<file path="config.mk">
export PLATFORM = sky130hd
export DESIGN_NAME = kronos_mem_arbiter_flat
export DESIGN_NICKNAME = d
export VERILOG_FILES = /design/src/rtl/kronos_mem_arbiter_if.sv /design/src/rtl/kronos_mem_arbiter.sv /design/src/flat_wrapper.sv
export SDC_FILE = /design/constraint.sdc
export NUM_CORES = 1
export LEC_CHECK = 0
export ABC_AREA = 1
export ABC_CLOCK_PERIOD_IN_PS = 1900
export CORE_ASPECT_RATIO = 2
export CORE_MARGIN = 2
export CORE_UTILIZATION = 35
export DETAILED_ROUTE_END_ITERATION = 8
export PLACE_DENSITY = 0.78
export RECOVER_POWER = 25
export SLEW_MARGIN = 40
export SYNTH_ARGS = -nofsm -noshare
export SYNTH_HDL_FRONTEND = slang
export SYNTH_SLANG_ARGS = --single-unit
export TNS_END_PERCENT = 10
</file>
<file path="constraint.sdc">
create_clock -name clk -period 1.9 [get_ports clk]
set_input_delay 0.285 -clock clk [delete_from_list [all_inputs] [get_ports clk]]
set_output_delay 0.285 -clock clk [all_outputs]
set_load 0.02 [all_outputs]
</file>
<file path="src/rtl/kronos_mem_arbiter_if.sv">
// Bundle of the fetch, load/store and external memory ports shared by kronos_mem_arbiter.
// The arbiter takes the slave view; the requesters and the memory model take the master view.
interface kronos_mem_arbiter_if;
  logic [31:0] instr_addr;
  logic        instr_req;
  logic        instr_ack;
  logic [31:0] instr_data;
  logic        instr_err;

  logic [31:0] data_addr;
  logic [31:0] data_wr_data;
  logic [3:0]  data_mask;
  logic        data_wr_en;
  logic        data_req;
  logic        data_ack;
  logic [31:0] data_rd_data;
  logic        data_err;

  logic [31:0] mem_addr;
  logic [31:0] mem_wr_data;
  logic [3:0]  mem_mask;
  logic        mem_wr_en;
  logic        mem_req;
  logic        mem_ack;
  logic [31:0] mem_rd_data;

  modport slave (
    input  instr_addr, instr_req,
    input  data_addr, data_wr_data, data_mask, data_wr_en, data_req,
    input  mem_ack, mem_rd_data,
    output instr_ack, instr_data, instr_err,
    output data_ack, data_rd_data, data_err,
    output mem_addr, mem_wr_data, mem_mask, mem_wr_en, mem_req
  );

  modport master (
    output instr_addr, instr_req,
    output data_addr, data_wr_data, data_mask, data_wr_en, data_req,
    output mem_ack, mem_rd_data,
    input  instr_ack, instr_data, instr_err,
    input  data_ack, data_rd_data, data_err,
    input  mem_addr, mem_wr_data, mem_mask, mem_wr_en, mem_req
  );
endinterface

</file>
<file path="src/rtl/kronos_mem_arbiter.sv">
// Round-robin arbiter sharing one memory port between instruction fetch and load/store,
// with a watchdog that aborts a transfer the memory never acknowledges.
module kronos_mem_arbiter #(
  parameter int TIMEOUT = 255
) (
  input  logic                 clk,
  input  logic                 rstz,
  kronos_mem_arbiter_if.slave  bus,
  output logic [1:0]           dbg_state
);

  // Handshake: a requester raises req and holds it (with its address/controls) until
  // its ack pulses for one cycle; err qualifies that ack. On the memory side mem_req
  // stays high until the single-cycle mem_ack, or drops to signal a watchdog abort.

  typedef enum logic [1:0] {
    IDLE  = 2'd0,
    IBUSY = 2'd1,
    DBUSY = 2'd2
  } state_t;

  localparam int CW = (TIMEOUT > 0) ? $clog2(TIMEOUT + 1) : 1;
  localparam logic [CW-1:0] CNT_MAX  = CW'(TIMEOUT);
  localparam logic [CW-1:0] CNT_LAST = CW'((TIMEOUT > 0) ? TIMEOUT - 1 : 0);

  state_t        state;
  state_t        state_next;
  logic          last_data;
  logic [CW-1:0] wd_cnt;

  logic busy;
  logic expire;
  logic done;
  logic req_i;
  logic req_d;
  logic grant_i;
  logic grant_d;

  assign dbg_state = state;

  // Ack beats expiry: an expiry only counts when mem_ack is low in that cycle.
  assign busy   = (state != IDLE);
  assign expire = (TIMEOUT != 0) && busy && (wd_cnt == CNT_LAST) && !bus.mem_ack;
  assign done   = busy && (bus.mem_ack || expire);

  // State register
  always_ff @(posedge clk) begin
    if (!rstz) begin
      state     <= IDLE;
      last_data <= 1'b0;
    end else begin
      state <= state_next;
      if (grant_i) begin
        last_data <= 1'b0;
      end else if (grant_d) begin
        last_data <= 1'b1;
      end
    end
  end

  // Next-state: arbitrate in IDLE and in a completion cycle. The finishing
  // requester is excluded because its req still reflects the completed transfer.
  always_comb begin
    req_i      = bus.instr_req && ((state == IDLE) || ((state == DBUSY) && done));
    req_d      = bus.data_req  && ((state == IDLE) || ((state == IBUSY) && done));
    grant_d    = req_d && (!req_i || !last_data);
    grant_i    = req_i && !grant_d;
    state_next = state;
    if (grant_i) begin
      state_next = IBUSY;
    end else if (grant_d) begin
      state_next = DBUSY;
    end else if (done) begin
      state_next = IDLE;
    end
  end

  // Registered memory-side outputs and watchdog counter
  always_ff @(posedge clk) begin
    if (!rstz) begin
      bus.mem_addr    <= '0;
      bus.mem_wr_data <= '0;
      bus.mem_mask    <= '0;
      bus.mem_wr_en   <= 1'b0;
      bus.mem_req     <= 1'b0;
      wd_cnt          <= '0;
    end else if (grant_i) begin
      bus.mem_addr    <= bus.instr_addr;
      bus.mem_wr_data <= '0;
      bus.mem_mask    <= 4'hF;
      bus.mem_wr_en   <= 1'b0;
      bus.mem_req     <= 1'b1;
      wd_cnt          <= '0;
    end else if (grant_d) begin
      bus.mem_addr    <= bus.data_addr;
      bus.mem_wr_data <= bus.data_wr_data;
      bus.mem_mask    <= bus.data_mask;
      bus.mem_wr_en   <= bus.data_wr_en;
      bus.mem_req     <= 1'b1;
      wd_cnt          <= '0;
    end else if (done) begin
      bus.mem_req <= 1'b0;
    end else if (busy && (wd_cnt != CNT_MAX)) begin
      wd_cnt <= wd_cnt + 1'b1;
    end
  end

  // Output decode: acks are combinational so mem_ack reaches the requester with no added latency.
  // Holding rstz low suppresses any ack of the abandoned transfer.
  always_comb begin
    bus.instr_ack    = 1'b0;
    bus.instr_err    = 1'b0;
    bus.instr_data   = '0;
    bus.data_ack     = 1'b0;
    bus.data_err     = 1'b0;
    bus.data_rd_data = '0;
    if (rstz && done) begin
      if (state == IBUSY) begin
        bus.instr_ack  = 1'b1;
        bus.instr_err  = !bus.mem_ack;
        bus.instr_data = bus.mem_ack ? bus.mem_rd_data : '0;
      end else if (state == DBUSY) begin
        bus.data_ack     = 1'b1;
        bus.data_err     = !bus.mem_ack;
        bus.data_rd_data = bus.mem_ack ? bus.mem_rd_data : '0;
      end
    end
  end

endmodule
</file>
<file path="src/flat_wrapper.sv">
// flat-port wrapper written by rule: the top's interface ports become plain ports
module kronos_mem_arbiter_flat 
#(
  parameter int TIMEOUT = 255
)
  (clk, rstz, dbg_state, bus_instr_addr, bus_instr_req, bus_data_addr, bus_data_wr_data, bus_data_mask, bus_data_wr_en, bus_data_req, bus_mem_ack, bus_mem_rd_data, bus_instr_ack, bus_instr_data, bus_instr_err, bus_data_ack, bus_data_rd_data, bus_data_err, bus_mem_addr, bus_mem_wr_data, bus_mem_mask, bus_mem_wr_en, bus_mem_req);
  kronos_mem_arbiter_if bus_i ();
  input  logic clk;
  input  logic rstz;
  output logic [1:0] dbg_state;
  input wire logic [$bits(bus_i.instr_addr)-1:0] bus_instr_addr;
  input wire logic [$bits(bus_i.instr_req)-1:0] bus_instr_req;
  input wire logic [$bits(bus_i.data_addr)-1:0] bus_data_addr;
  input wire logic [$bits(bus_i.data_wr_data)-1:0] bus_data_wr_data;
  input wire logic [$bits(bus_i.data_mask)-1:0] bus_data_mask;
  input wire logic [$bits(bus_i.data_wr_en)-1:0] bus_data_wr_en;
  input wire logic [$bits(bus_i.data_req)-1:0] bus_data_req;
  input wire logic [$bits(bus_i.mem_ack)-1:0] bus_mem_ack;
  input wire logic [$bits(bus_i.mem_rd_data)-1:0] bus_mem_rd_data;
  output wire logic [$bits(bus_i.instr_ack)-1:0] bus_instr_ack;
  output wire logic [$bits(bus_i.instr_data)-1:0] bus_instr_data;
  output wire logic [$bits(bus_i.instr_err)-1:0] bus_instr_err;
  output wire logic [$bits(bus_i.data_ack)-1:0] bus_data_ack;
  output wire logic [$bits(bus_i.data_rd_data)-1:0] bus_data_rd_data;
  output wire logic [$bits(bus_i.data_err)-1:0] bus_data_err;
  output wire logic [$bits(bus_i.mem_addr)-1:0] bus_mem_addr;
  output wire logic [$bits(bus_i.mem_wr_data)-1:0] bus_mem_wr_data;
  output wire logic [$bits(bus_i.mem_mask)-1:0] bus_mem_mask;
  output wire logic [$bits(bus_i.mem_wr_en)-1:0] bus_mem_wr_en;
  output wire logic [$bits(bus_i.mem_req)-1:0] bus_mem_req;
  assign bus_i.instr_addr = bus_instr_addr;
  assign bus_i.instr_req = bus_instr_req;
  assign bus_i.data_addr = bus_data_addr;
  assign bus_i.data_wr_data = bus_data_wr_data;
  assign bus_i.data_mask = bus_data_mask;
  assign bus_i.data_wr_en = bus_data_wr_en;
  assign bus_i.data_req = bus_data_req;
  assign bus_i.mem_ack = bus_mem_ack;
  assign bus_i.mem_rd_data = bus_mem_rd_data;
  assign bus_instr_ack = bus_i.instr_ack;
  assign bus_instr_data = bus_i.instr_data;
  assign bus_instr_err = bus_i.instr_err;
  assign bus_data_ack = bus_i.data_ack;
  assign bus_data_rd_data = bus_i.data_rd_data;
  assign bus_data_err = bus_i.data_err;
  assign bus_mem_addr = bus_i.mem_addr;
  assign bus_mem_wr_data = bus_i.mem_wr_data;
  assign bus_mem_mask = bus_i.mem_mask;
  assign bus_mem_wr_en = bus_i.mem_wr_en;
  assign bus_mem_req = bus_i.mem_req;
  kronos_mem_arbiter #(.TIMEOUT(TIMEOUT)) u_core (.clk(clk), .rstz(rstz), .bus(bus_i), .dbg_state(dbg_state));
endmodule
</file>
==> metrics.md, run 1 <==
| Metric | Value |
|---|---|
| DRC Markers | `0` |
| Core Footprint | `10900 um^2` |
| Number of global-route vias before repair | `5097` |
| Sequential area share after synthesis | `0.414` |
| CTS tree | `done` |
| Final #Nets | `1037` |
| Metal3 WL | `1.56 mm` |
| Critical path data required time | `1.62 ns` |
| Largest net degree at the start of global routing | `39` |
| Inst Count DP | `1011` |
| X dimension of the die | `78.8 um` |
| Clk buf depth | `2` |
| Ys Warns | `0` |
| Global-route wire length before repair | `25.1 mm` |
| Ys async rst share | `0` |
| Hold Crit Depth | `2` |
| Die Footprint | `12100 um^2` |
| Total Neg Setup Slack | `-15.12 ns` |
| #FFs+latches synth | `81` |
| Fill cells | `862` |
| Unrepaired setup endpoints after global routing | `yes` |
| H-Tree Depth | `3` |
| Pre-CTS worst setup slack | `-0.483 ns` |
| Xor/xnor cell area share of the yosys netlist | `0.00670` |
| Top sig layer | `met4` |
| Slew Limit Fails | `0` |
| Clock power share | `0.341` |
| Initial antenna violation count | `1` |
| Hold Slack | `0.458 ns` |
| Synth area leader | `dfxtp_1` |
| Crit end category | `primary output` |
| Cell Area, Synth | `3920 um^2` |
| Slew @ Worst Pin | `0.449 ns` |
| Peak supply drop | `617 uV` |
| Met2 WL | `9.21 mm` |
| Final hold violations | `0` |
| Share of cells above drive strength 1 | `0.235` |
| Synth Instances | `588` |
| DRT met1 WL | `5.16 mm` |
| Synth top area share | `0.414` |
| Final core utilization | `0.718` |
| Sequential Power Share | `0.357` |
| Fmax | `421 MHz` |
| All-layer global routing usage | `0.264` |
| Post-Syn Nets | `728` |
| Vias/cell | `5.05` |
| Ranking of synthesized cells by area | `dfxtp_1 41%, nand2_1 18%, nor2_1 8.1%, a21oi_1 8.0%, nand3_1 5.7%` |
| Post-synthesis mux area share | `0` |
| Power density cells | `685 nW/um^2` |
| Relative slew margins | `0.701` |
| Worst-path fanout max | `8` |
| Root Driver | `clkbuf_16` |
| Post-DP HPWL | `12.4 mm` |
| Num CTS Buffers | `9` |
| Input/output buffers | `277` |
| Sw Share | `0.297` |
| Final worst slack | `-0.475 ns` |
| Switch Pwr | `0.00160 W` |
| Crit path DAT | `2.09 ns` |
| CTS Sinks | `81` |
| DRT iter0 DRCs | `257` |
| LEAKAGE | `3.38 nW` |
| Clk_lat worst skew | `0.33 ns` |
| Simple-gate share of the synthesized area | `0.359` |
| Post-route ant nets | `0` |
| Crit Path Category | `register to primary output` |
| Vias | `5265` |
| Final wirelength | `17.2 mm` |
| Die Ht | `154 um` |
| Clk pin slew, worst setup/hold paths | `0.06 ns` |
| Wire per inst | `16.5 um` |
| Max-Cap Viols | `0` |
| Largest family of logic cells by synthesized area | `simple AND/OR/NAND/NOR gates` |
| Top FF cell, synth | `dfxtp_1` |
| Violated checks | `negative setup slack` |
| Rows | `54` |
| GRT Residual Overflow | `0` |
| First-pass detailed-route iteration total | `5` |
| Worst Reg2Reg Path Length in Cells | `20` |
| Ports | `278` |
| Adder-Cell Fraction of Synth Area | `0.00638` |
| GP Congestion | `0.884` |
| Initial core utilization | `0.358` |
| Mapped Avg Cell Area | `6.67 um^2` |
| Min-delay worst type | `register to register` |
| Combinational share of power | `0.302` |
| Library cells used by synthesis | `27` |
| CP startpoint kind | `register` |
| Min cycle time layout | `2.37 ns` |
| Run status | `finished with violations` |
| Clock Skews | `0.00893 ns` |
| Layout Cells excl Fill | `1043` |
| Internal | `0.00379 W` |
| Finish-stage setup viols | `40` |
| Post-synthesis compound-gate area fraction | `0.134` |
| Hold-fix buffers, CTS | `0` |
| Commonest cells after routing, fill and taps aside | `181 x nand2_1, 180 x clkdlybuf4s50_1, 79 x dfxtp_1` |
| Period utilization | `1.25` |
| Area delta synth->final | `101%` |
| EDFF count, synth | `0` |
| Most common cell after layout, fill and taps aside | `nand2_1` |
[stage by stage]
step | cell area, um^2 | total power, W
CTS | 7560 | 0.00539
global route | 7860 | 0.00562
floorplan | 3920 | 0.00264
detailed placement | 7110 | 0.00349
global placement | 7110 | 0.00346
finish | 7860 | 0.00539
[Yosys cell counts, drive strengths merged (3+ instances only)]
cell type	n
inv	23
nor2	88
clkbuf	17
nand2	191
buf	23
xor2	3
nor3	4
o21ai	40
a21oi	63
dfxtp	81
nand3	49
[cell type report]
cell class	instances	area [um^2]	share of cell area
clock buffer	9	225	0.0286
multi-input combinational	444	2300	0.293
clock inverter	7	95.1	0.0121
inverter	23	86.3	0.0110
tap	140	175	0.0223
timing repair buffer	338	3350	0.426
sequential	81	1620	0.207
antenna	1	2.50	0.000318
[per-layer routing]
layer	up-vias	track usage
met1	2419	0.225
met5	-	0
met4	0	0.184
met3	70	0.0775
met2	273	0.499
li1	2503	-
[registers in the layout (all words and copies together), names as in the netlist]
signal	cells
u_core.bus.mem_addr	32
u_core.bus.mem_mask	4
u_core.bus.mem_req	1
u_core.bus.mem_wr_data	32
u_core.bus.mem_wr_en	1
u_core.dbg_state	2
u_core.last_data	1
u_core.wd_cnt	8
[worst paths after layout]
| path | startpoint | slack [ns] | end |
|---|---|---|---|
| worst max register to register | u_core.wd_cnt[0] | -0.25 | u_core.bus.mem_req |
| worst min register to register | u_core.bus.mem_wr_data[25] | 0.46 | u_core.bus.mem_wr_data[25] |
| worst max-delay path | u_core.wd_cnt[0] | -0.47 | bus_instr_data[24] |
| worst min-delay path | u_core.bus.mem_wr_data[25] | 0.46 | u_core.bus.mem_wr_data[25] |
[repair_timing]
action | CTS | global route
endpoints found under the setup margin | 126 | 126
resized for setup | 307 | 113
setup buffers | 11 | 2
pin swaps | 2 | 14
cloned | 3 | 0
[cell families after synthesis]
| kind of cell | after synthesis |
|---|---|
| AO/OA/AOI/OAI | 103 |
| XOR/XNOR | 3 |
| adder cells (fa/ha/maj) | 2 |
| buffers and inverters | 63 |
| flip-flops | 81 |
| AND/OR/NAND/NOR | 336 |
[power by group through the flow]
stage / combinational (W) / sequential (W) / clock (W)
2_1_floorplan: 0.000514 / 0.00213 / 0
3_3_place_gp: 0.00151 / 0.00195 / 0
3_5_place_dp: 0.00153 / 0.00196 / 0
4_1_cts: 0.00158 / 0.00192 / 0.00188
5_1_grt: 0.00174 / 0.00194 / 0.00195
6_report: 0.00163 / 0.00192 / 0.00184
[worst max-delay path: stages (launching register included)]
cell and delay [ns]:
dfxtp_2 0.32, inv_2 0.07, ha_4 0.14, inv_2 0.04
nor2_2 0.08, nand2_2 0.11, nand2_4 0.11, nand2_4 0.07
nor2_4 0.16, nand3_4 0.13, buf_12 0.15, buf_16 0.14
nor2_2 0.09, buf_4 0.15
Power figures use the tool's default switching activity.
==> run 2: changes to the inputs <==
- ABC_AREA: 1 -> unset
- CORE_MARGIN: 2 -> unset
- CORE_UTILIZATION: 35 -> 36
==> run 2 against run 1 <==
  * The run still ends with negative setup slack left
  * Non-clock buffer count is 13 higher
  * Hold slack better by 0.013 ns
  * Clock-buffer cell count increased by 1
  * Sequential power barely moved
  * Utilization is 2.0 points higher
  * Critical path type unchanged
  * Highest routed layer unchanged
==> metrics.md, run 2 <==
| Metric | Value |
|---|---|
| Synth Instances | `546 (-7.1%)` |
| Post-route ant nets | `0 (unchanged)` |
| Power density cells | `644 nW/um^2 (-6.0%)` |
| Die Footprint | `12000 um^2 (-1.0%)` |
| Cell Area, Synth | `4150 um^2 (+5.9%)` |
| Hold-fix buffers, CTS | `0 (unchanged)` |
| Vias | `5692 (+8.1%)` |
| Root Driver | `clkbuf_16` |
| Post-synth top cells | `81 x dfxtp_1, 74 x nor2_1, 54 x nand3_1` |
| Wire per inst | `18.8 um (+14%)` |
| Crit Path Category | `register to primary output` |
| Synth area leader | `dfxtp_1` |
| Final worst slack | `-0.323 ns (+0.152 ns)` |
| Share of cells above drive strength 1 | `0.242 (+0.00655)` |
| Clk_lat worst skew | `0.34 ns (about the same)` |
| Slowest cell on the critical path | `dfxtp_2` |
| Unrepaired setup endpoints after global routing | `yes` |
| DRC Markers | `0 (unchanged)` |
| Final #Nets | `996 (-4.0%)` |
| CTS Sinks | `81 (unchanged)` |
| Core Footprint | `11300 um^2 (+3.1%)` |
| Most common cell after layout, fill and taps aside | `clkdlybuf4s50_1` |
| Rows | `55 (+1.9%)` |
| Clk pin slew, worst setup/hold paths | `0.06 ns (about the same)` |
| Input/output buffers | `277 (unchanged)` |
| Worst reg2reg setup slack | `-0.05 ns (+0.20 ns)` |
| Largest net degree at the start of global routing | `40 (+2.6%)` |
| Final core utilization | `0.738 (+0.0200)` |
| Final hold violations | `0 (unchanged)` |
| Num CTS Buffers | `9 (unchanged)` |
| Ys Warns | `0 (unchanged)` |
| Relative slew margins | `0.719 (+0.0185)` |
| Max incr delay on CP | `0.32 ns (about the same)` |
| Initial core utilization | `0.368 (+0.00971)` |
| Final wirelength | `18.8 mm (+9.6%)` |
| Fmax | `450 MHz (+6.8%)` |
| Slew Limit Fails | `0 (unchanged)` |
| Initial antenna violation count | `0 (-1)` |
| Number of global-route vias before repair | `5604 (+9.9%)` |
| Library cells used by synthesis | `46 (+70%)` |
| Vias/cell | `5.67 (+12%)` |
| Total chip power | `0.00537 W (-0.41%)` |
| CTS tree | `done` |
| GRT Residual Overflow | `0 (unchanged)` |
| Min-delay worst type | `register to register` |
| Min cycle time layout | `2.22 ns (-0.152 ns)` |
| X dimension of the die | `77.9 um (-1.1%)` |
| Clock Skews | `0.00452 ns (-0.00441 ns)` |
| Grt peak-use layer | `met2` |
| Met1 global-route usage | `0.289 (+0.0646)` |
| Sequential area share after synthesis | `0.391 (-0.0231)` |
| Crit path DAT | `1.94 ns (-0.15 ns)` |
| Ports | `278 (unchanged)` |
| First-pass detailed-route iteration total | `5 (unchanged)` |
| Met3 usage | `0.0760 (-0.00150)` |
| CP startpoint kind | `register` |
| Die Ht | `154 um (+0.13%)` |
| GP Congestion | `0.948 (+7.2%)` |
| Ranking of synthesized cells by area | `dfxtp_1 39%, nor2_1 6.7%, nand3_1 6.5%, o21ai_0 6.0%, a21oi_1 5.2%` |
| Met2 usage | `0.582 (+0.0830)` |
| Synth top area share | `0.391 (-0.0231)` |
| Mapped Avg Cell Area | `7.60 um^2 (+14%)` |
| Commonest cells after routing, fill and taps aside | `170 x clkdlybuf4s50_1, 79 x dfxtp_1, 54 x nand3_1` |
| Post-DP HPWL | `14.0 mm (+14%)` |
| Area delta synth->final | `101% (about the same)` |
| Critical path data required time | `1.62 ns (about the same)` |
| H-Tree Depth | `3 (unchanged)` |
| Crit path cell chain | `inv_2, ha_4, nand4_4, o21ai_4, nand4b_4, buf_12, buf_12, buf_6, nor2_4, buf_6` |
| All-layer global routing usage | `0.307 (+0.0434)` |
| #FFs+latches synth | `81 (unchanged)` |
| Pre-CTS worst setup slack | `-0.545 ns (-0.0613 ns)` |
| Top FF cell, synth | `dfxtp_1` |
| Worst-path fanout max | `4 (-4)` |
| LEAKAGE | `3.18 nW (-6.1%)` |
| Crit end category | `primary output` |
| Cell with the most instances after synthesis | `dfxtp_1` |
| Peak supply drop | `631 uV (+2.2%)` |
| Max-Cap Viols | `0 (unchanged)` |
| Finish-stage setup viols | `38 (-5.0%)` |
| Largest regs | `u_core.bus.mem_addr: 32 flops, u_core.bus.mem_wr_data: 32 flops, u_core.wd_cnt: 8 flops` |
| Total Neg Setup Slack | `-8.61 ns (+6.51 ns)` |
| Run status | `finished with violations` |
| EDFF count, synth | `0 (unchanged)` |
| Slew @ Worst Pin | `0.419 ns (-0.0305 ns)` |
| Diode count | `0 (-1)` |
| Global-route wire length before repair | `28.6 mm (+14%)` |
| Clk buf depth | `2 (unchanged)` |
| DRT iter0 DRCs | `312 (+21%)` |
| Post-Syn Nets | `686 (-5.8%)` |
| Violated checks | `negative setup slack` |
| Ys async rst share | `0 (unchanged)` |
| Period utilization | `1.17 (-0.0798)` |
==> run 2: changes by cell type in the layout (fill, tap and decap cells not counted), sizes merged, moves of 13 or more <==
cell | before | now
a21oi | 63 | 44
a31oi | 0 | 15
o21ai | 40 | 57
clkdlybuf4s15 | 5 | 27
nor4 | 0 | 13
o41ai | 0 | 15
nand2 | 191 | 52
inv | 23 | 5
nor3 | 4 | 25
nor2 | 88 | 74
==> run 2: area by class of cell <==
class / count / area [um^2]
repair buffers: 351 / 3620
fillers: 870 / 2950
multi-input cells: 409 / 2600
flip-flops and latches: 81 / 1620
clock buffers: 10 / 229
well taps: 142 / 178
clock inverters: 6 / 67.6
inverters: 4 / 15.0
==> run 2: what timing repair did <==
action	CTS	global route
endpoints found under the setup margin	135	118
pin swaps	8	11
cloned	3	0
gates resized for setup	289	43
buffers inserted	6	5
==> run 2: stage by stage <==
| stage | cell area (um^2) | instances | hold WS [ns] |
|---|---|---|---|
| after global placement | 7700 | 974 | 0.460 |
| after CTS | 8240 | 999 | 0.476 |
| after detailed placement | 7700 | 974 | 0.468 |
| after floorplan | 4380 | 546 | 0.423 |
| final | 8330 | 1003 | 0.471 |
| after global routing | 8330 | 1003 | 0.497 |
==> run 2: worst max-delay path, delay by kind of cell (launching register included) <==
| kind | cells | cell delay, ns |
|---|---|---|
| fa+ha+maj | 1 | 0.15 |
| flops | 1 | 0.32 |
| compound gates | 1 | 0.18 |
| buf+inv | 5 | 0.61 |
| simple gates | 3 | 0.34 |
==> run 2: routing by layer <==
| layer | vias up | share of wire |
|---|---|---|
| li1 | 2615 | - |
| met1 | 2657 | 0.32 |
| met2 | 357 | 0.54 |
| met3 | 63 | 0.083 |
| met4 | 0 | 0.054 |
| met5 | - | 0 |
==> run 2: path summary, 6_finish.rpt <==
path,from,cells after the start,to
hold reg to reg,u_core.bus.mem_wr_en,2,u_core.bus.mem_wr_en
setup / recovery,u_core.wd_cnt[0],10,bus_instr_data[20]
setup reg to reg,u_core.wd_cnt[0],8,u_core.wd_cnt[6]
hold / removal,u_core.bus.mem_wr_en,2,u_core.bus.mem_wr_en
==> run 2: cell families after synthesis <==
logic type	Yosys count	share of synthesized area
and+or+nand+nor	239	0.272
AOI/OAI and AO/OA	165	0.256
DFF	81	0.391
buffers and inverters	56	0.0681
xor gates and xnor gates	3	0.00633
adders and majority gates	2	0.00603
==> run 2: power by group <==
group	internal (W)	switching (W)
Clock	0.00102	0.000702
Sequential	0.00185	0.0000824
Combinational	0.000840	0.000872
